===== config.mk =====
export PLATFORM = sky130hd
export DESIGN_NAME = regfile_scoreboard
export DESIGN_NICKNAME = d
export VERILOG_FILES = /design/src/rtl/regfile_scoreboard.sv
export SDC_FILE = /design/constraint.sdc
export NUM_CORES = 2
export LEC_CHECK = 0
export CORE_MARGIN = 2
export CORE_UTILIZATION = 45
export DETAILED_ROUTE_END_ITERATION = 12
export GPL_TIMING_DRIVEN = 0
export PLACE_DENSITY = 0.71
export REMOVE_ABC_BUFFERS = 1
export SLEW_MARGIN = 25
export SYNTH_ARGS = -nofsm -noshare
export SYNTH_HDL_FRONTEND = slang
export SYNTH_SLANG_ARGS = --single-unit

===== constraint.sdc =====
create_clock -name clk -period 9.55 [get_ports clk]
set_input_delay 0.955 -clock clk [delete_from_list [all_inputs] [get_ports clk]]
set_output_delay 0.955 -clock clk [all_outputs]
set_load 0.005 [all_outputs]

===== src/rtl/regfile_scoreboard.sv =====
// Integer register file (2 async read, 1 sync write, x0 = 0) with a per-register
// pending-write scoreboard. Define REGFILE_BYPASS_EN for same-cycle write-to-read forwarding.
module regfile_scoreboard #(
    parameter int XLEN   = 32,
    parameter int NREG   = 32,
    parameter int AW     = 5,
    parameter int PEND_W = 2
) (
    input  logic            clk,
    input  logic            rstn,
    input  logic [AW-1:0]   rs1_addr,
    input  logic [AW-1:0]   rs2_addr,
    output logic [XLEN-1:0] rs1_out,
    output logic [XLEN-1:0] rs2_out,
    output logic            rs1_busy,
    output logic            rs2_busy,
    input  logic            iss_en,
    input  logic [AW-1:0]   iss_rd,
    output logic            iss_ready,
    input  logic            wr_en,
    input  logic [AW-1:0]   wr_addr,
    input  logic [XLEN-1:0] wr_data,
    output logic            err_unf
);

    localparam logic [PEND_W-1:0] CNT_MAX = '1;
    localparam logic [PEND_W-1:0] CNT_ONE = PEND_W'(1);

    logic [XLEN-1:0]   regs_q [NREG];
    logic [XLEN-1:0]   regs_d [NREG];
    logic [PEND_W-1:0] cnt_q  [NREG];
    logic [PEND_W-1:0] cnt_d  [NREG];
    logic              err_unf_q;
    logic              err_unf_d;

    logic wr_valid;
    logic iss_fire;
    logic ret_fire;
    logic same_reg;

    // Issue acceptance and retire/underflow qualification all look at the pre-update count.
    always_comb begin
        iss_ready = !iss_en || (iss_rd == '0) || (cnt_q[iss_rd] != CNT_MAX);
        iss_fire  = iss_en && (iss_rd != '0) && (cnt_q[iss_rd] != CNT_MAX);
        wr_valid  = wr_en && (wr_addr != '0);
        ret_fire  = wr_valid && (cnt_q[wr_addr] != '0);
        same_reg  = iss_fire && ret_fire && (iss_rd == wr_addr);
        err_unf_d = wr_valid && (cnt_q[wr_addr] == '0);
    end

    // NOTE: every combinational output takes a default first so no path leaves it unassigned (no latch).
    always_comb begin
        regs_d = regs_q;
        cnt_d  = cnt_q;
        if (wr_valid) begin
            regs_d[wr_addr] = wr_data;
        end
        if (iss_fire && !same_reg) begin
            cnt_d[iss_rd] = cnt_q[iss_rd] + CNT_ONE;
        end
        if (ret_fire && !same_reg) begin
            cnt_d[wr_addr] = cnt_q[wr_addr] - CNT_ONE;
        end
    end

    // NOTE: the register array is reset too, because software may read it before any write.
    always_ff @(posedge clk or negedge rstn) begin
        if (!rstn) begin
            regs_q    <= '{default: '0};
            cnt_q     <= '{default: '0};
            err_unf_q <= 1'b0;
        end else begin
            regs_q    <= regs_d;
            cnt_q     <= cnt_d;
            err_unf_q <= err_unf_d;
        end
    end

    assign err_unf = err_unf_q;

    always_comb begin
        rs1_out  = (rs1_addr == '0) ? '0 : regs_q[rs1_addr];
        rs1_busy = (rs1_addr != '0) && (cnt_q[rs1_addr] != '0);
`ifdef REGFILE_BYPASS_EN
        if (wr_en && (wr_addr == rs1_addr) && (rs1_addr != '0)) begin
            rs1_out = wr_data;
            if ((cnt_q[rs1_addr] == CNT_ONE) && !(iss_fire && (iss_rd == rs1_addr))) begin
                rs1_busy = 1'b0;
            end
        end
`endif
    end

    always_comb begin
        rs2_out  = (rs2_addr == '0) ? '0 : regs_q[rs2_addr];
        rs2_busy = (rs2_addr != '0) && (cnt_q[rs2_addr] != '0);
`ifdef REGFILE_BYPASS_EN
        if (wr_en && (wr_addr == rs2_addr) && (rs2_addr != '0)) begin
            rs2_out = wr_data;
            if ((cnt_q[rs2_addr] == CNT_ONE) && !(iss_fire && (iss_rd == rs2_addr))) begin
                rs2_busy = 1'b0;
            end
        end
`endif
    end

endmodule

After elaboration in Yosys (flattened, before gate mapping)
Cells that the tools add are included.
{ "word_totals": {"latchBits": 0, "rom_bits": 0, "ramBits": 0, "inputBits": 56, "out_inout_bits": 68, "mem_count": 0, "ff_bits": 1089} }
{ "op_classes": {"add_sub_neg": 2, "n_shift": 0, "n_div": 0, "n_bitwise": 4, "mux": 31, "reduce_logical": 28, "n_lt_le_gt_ge": 6, "eq_ne": 2, "mul": 0} }
{ "op_table": {"columns": ["operator", "n"], "rows": [
  ["$bwmux W1024", 1],
  ["$bmux W32 S5", 2],
  ["$mux W32", 7],
  ["$demux W32 S5", 1],
  ["$bwmux W64", 2],
  ["$mux W64", 2],
  ["$bmux W2 S5", 4],
  ["$ge A6 B6 Y1 const B", 4],
  ["$not A5 Y6", 4],
  ["$demux W2 S5", 2],
  ["$mux W2", 10],
  ["$reduce_bool A5 Y1", 4],
  ["$logic_not A5 Y1", 3],
  ["$logic_and A1 B1 Y1", 13],
  ["$lt A6 B1 Y1 const B", 2],
  ["$reduce_bool A2 Y1", 3],
  ["$eq A5 B5 Y1", 1],
  ["$add A2 B1 Y2 const B", 1],
  ["$logic_not A1 Y1", 2],
  ["$logic_not A2 Y1", 1],
  ["$logic_or A1 B1 Y1", 2],
  ["$ne A2 B2 Y1 const B", 1],
  ["$sub A2 B1 Y2 const B", 1]
]} }

Depth between registers and ports, before layout
{ "depth": {"word_depth": 13, "mapped_depth": 16, "ltp_nobuf": 11} }

Least setup slack after synthesis
OpenSTA, ideal clock, no wires.
{ "synth_path": {"path_kind": "input to register", "startpoint": "input port iss_rd[1]", "endpoint": "register cnt_q[27] (netlist bit)", "setup_ns": 0.139, "stages": 14, "t_arrival_ns": 3.750, "slack_ns": 5.662, "path_cell_list": "buf_2 buf_4 mux4_2 a22oi_1 o21ai_1 a211oi_4 buf_2 inv_1 ha_1 a211o_1 a311oi_4 nand2_1 mux2i_1 mux2i_1"} }
{ "synth_rtl": {"columns": ["element", "line_no", "source"], "rows": [
  ["start, declared", "18", "input logic [AW-1:0] iss_rd,"],
  ["end signal, assigned", "74", "cnt_q <= cnt_d;"],
  ["end, declared", "31", "logic [PEND_W-1:0] cnt_q [NREG];"]
]} }

Worst setup path in the final report
{ "layout_path": {"startpoint": "input port rs1_addr[0]", "endpoint": "output port rs1_out[27]"} }
{ "layout_via": {"elab_chain_len": 5} }
{ "layout_lines": {"columns": ["element", "line_no", "source"], "rows": [
  ["start, declared", "11", "input logic [AW-1:0] rs1_addr,"],
  ["$not A5 Y6 (implied by the code)", "82", "rs1_out = (rs1_addr == '0) ? '0 : regs_q[rs1_addr];"],
  ["$bmux W32 S5", "82", null],
  ["$mux W32 (implied by the code) (2 in series)", "82", null],
  ["$mux W32 *", "82", null],
  ["end, declared", "13", "output logic [XLEN-1:0] rs1_out,"]
]} }
Every way passes the cells marked *; elsewhere a longest branch is shown, timed or not. The select of a mux whose other input is x is not followed.

==> results by group <==
Run status
  • Status: finished clean

STA
  • Fmax achieved: 172 MHz
  • Worst-Margin Slew: 1020 ps
  • Final period util: 60.8%
  • Final hold violations: 0
  • Final Skew: 18.1 ps
  • RSZ-0062 raised after global routing: no
  • Final slew viol count: 0
  • Final setup fails: 0
  • Post-route setup slack: 3740 ps
  • Tmin final: 5810 ps
  • Final TNS setup: 0 ps
  • Slew margin rel.: 32.1%
  • Min Hold Slack: 183 ps

Floorplan
  • Core area: 0.131 mm²
  • Ports: 124
  • DIE HEIGHT: 368 µm
  • FP Rows: 133
  • Initial Util: 45.3%
  • Die extent in x: 368 µm
  • Die ar.: 0.135 mm²

Job
  • Max-cap viol count: 0

Placed design
  • Number of port buffers: 123
  • Placed cell count: 5450
  • Dpl ws: 3670 ps
  • Final HPWL DP: 104000 µm
  • RePlAce Congestion: 0.833

Power and ir drop
  • NetSw: 4.02 mW
  • Pwr dens: 212 mW/mm²
  • Comb pwr share: 23.5%
  • Flop pwr share: 44.0%
  • Switching share of power: 28.1%
  • Max VDD drop: 0.145 mV
  • Clk pwr share: 32.5%
  • Pleak: 29.2 nW
  • Design Power: 14.3 mW
  • Pint: 10.3 mW

Setup path
  • Chain of cells forming the critical path: buf_8 > buf_16 > buf_16 > buf_16 > buf_16 > mux4_2 > mux2_2 > a221oi_1 > nor3_1 > clkdlybuf4s50_1
  • CP Class: in -> out
  • Slowest cell on crit path: mux4_2
  • Critical Path RT: 8600 ps
  • Crit Path Max Fanout: 55
  • Crit path launch type: primary input
  • Worst path max stage delay: 570 ps
  • Worst endpoint data arrival time: 4850 ps
  • Crit. End Element: primary output
  • Top cell by count, worst path: buf_16

CTS
  • Clock Sink Count: 1089
  • CTS root buf: clkbuf_16
  • Htree depth: 3
  • Skew-Pair Late Insertion Delay: 710 ps
  • Setup bufs post-CTS: 0
  • Clk pin slew, worst setup/hold paths: 70 ps
  • Post-CTS Hold Buffers: 0
  • Cts repair resizes: 0
  • CTS buffer count: 115
  • CTS tree: yes
  • Maximum buffer depth of the clock tree: 3

Hold path
  • Hold Crit Class: in -> async

Route
  • Wire per inst: 30.5 µm
  • DRT Pass-1 Iters: 6
  • Vias/cell: 6.61
  • Total routed wirelength: 173000 µm
  • Drt drc: 0
  • Vias: 37400
  • Antenna-violating nets left: 0
  • First DRT Iteration DRCs: 3485

Global routing
  • GR Overflow Total: 0
  • Global-route wire length before repair: 260000 µm
  • Antenna violations before repair: 3
  • Number of global-route vias before repair: 39200
  • Pin count of the biggest net entering global routing: 140
  • GRT Resource Usage Total: 25.6%

Finish
  • Proportion of layout cells with a drive suffix above 1: 51.7%
  • Area growth, synth to finish: 13.4%
  • Nets@finish: 3872
  • Fill cell count: 10800
  • Final Non-Filler Cells: 5667

Logic synthesis
  • Post-synthesis cell type count: 51
  • FFs w/ async S/R, synth: 100%
  • Most common flop cell mapped by yosys: dfrtp_1
  • Sequential area share after synthesis: 45.8%
  • Synth warnings: 0
  • Synth Register Bits: 1089
  • Share of Yosys cell area claimed by the top area cell type: 45.8%
  • Mapped cell area: 0.0595 mm²
  • Synth Instances: 3921
  • Number of enable flip-flop cells after synthesis: 0
  • Yosys top cell by area: dfrtp_1
  • Syn Area/Cell: 15.2 µm²
  • Synth top area cells: dfrtp_1 46%, mux4_2 22%, mux2_2 20%
## sequential cells by signal (all words and copies together), names as in the netlist
name	flops
regs_q	1024
err_unf	1
cnt_q	64
## cells in the mapped netlist (9+ instances only)
master / n
o221ai_1: 23
buf_6: 9
buf_2: 156
clkbuf_1: 235
a221oi_1: 35
nor2_1: 59
mux2_2: 1043
nor3_1: 37
a211oi_1: 18
o22ai_1: 26
inv_1: 15
nand2_1: 134
mux4_2: 580
a22oi_1: 9
buf_4: 22
buf_1: 29
mux2i_1: 225
a211o_1: 17
a21oi_1: 61
nor2_2: 14
dfrtp_1: 1089
## per-layer routing
layer  GRT usage (%)  up-vias  routed length (µm)
li1                -    15000                   -
met1            35.2    20400               70000
met2            40.9     1584               83100
met3            4.49      449               12200
met4            9.96        2                7530
met5               0        -                  13
## critical path, delay by kind of cell
family	cells	cell delay (ps)
buffers and inverters	6	2160
muxes	2	860
and+or+nand+nor	1	180
AOI/OAI and AO/OA	1	470
## metrics by stage
stage | cell area, µm² | utilization [%]
after floorplan | 57500 | -
after global placement | 60900 | 46.3
after detailed placement | 63700 | 48.5
after CTS | 67600 | 51.4
after global routing | 67500 | 51.4
final | 67500 | 51.4
## kinds of logic (layout without fill, tap and decap cells)
family,Yosys count,count (layout),share of synthesized area (%)
AO/OA/AOI/OAI,209,209,2.61
XOR/XNOR,5,5,0.0736
adder cells (fa/ha/maj),2,2,0.0420
buffers and inverters,469,459,3.54
flip-flops,1089,1089,45.8
multiplexers,1858,1858,45.7
other,0,1,0
AND/OR/NAND/NOR,289,289,2.25
## worst paths after layout
kind	startpoint	end	slack [ps]	cells past startpoint
setup / recovery	rs1_addr[0]	rs1_out[27]	3740	10
hold / removal	rstn	regs_q[349]$_DFFE_PN0P_	180	1
setup reg to reg	cnt_q[36]$_DFF_PN0_	cnt_q[27]$_DFF_PN0_	5120	13
hold reg to reg	regs_q[1015]$_DFFE_PN0P_	regs_q[1015]$_DFFE_PN0P_	400	0
max in group asynchronous	rstn	cnt_q[50]$_DFF_PN0_	7080	4
min in group clk	regs_q[1015]$_DFFE_PN0P_	regs_q[1015]$_DFFE_PN0P_	400	0
## layout by cell type, fill, tap and decap left out, types with 17 or more instances in the layout
master and instances:
nor3_1 35, o22ai_1 26, clkdlybuf4s50_1 83, nor2_1 48, a21oi_1 60, dfrtp_1 1089
a221oi_1 35, mux2_2 1043, nand2_4 20, clkbuf_8 31, clkbuf_16 119, a211oi_1 18
a211o_1 17, nand2_1 114, clkinv_2 22, buf_16 73, mux2i_1 225, mux4_2 580
o221ai_1 23, buf_12 18, clkbuf_1 30, buf_2 29
## layout make-up
class / instances / area, µm² / share of cell area [%]
clock buffers: 180 / 3520 / 5.21
clock inverters: 34 / 414 / 0.613
inverters: 18 / 72.6 / 0.107
well taps: 1755 / 2200 / 3.25
multi-input cells: 2363 / 30500 / 45.1
diodes: 1 / 2.50 / 0.00371
flip-flops and latches: 1089 / 27300 / 40.3
repair buffers: 227 / 3620 / 5.36
## power groups by stage
stage                     combinational (mW)  clock (mW)  sequential (mW)
final                                   3.36        4.65             6.30
after global routing                    3.59        4.89             6.41
after CTS                               3.37        4.71             6.26
after detailed placement                3.34           0             6.34
after global placement                  3.62           0             6.30
after floorplan                         2.31           0             6.09
(Power assumes the default switching activity.)
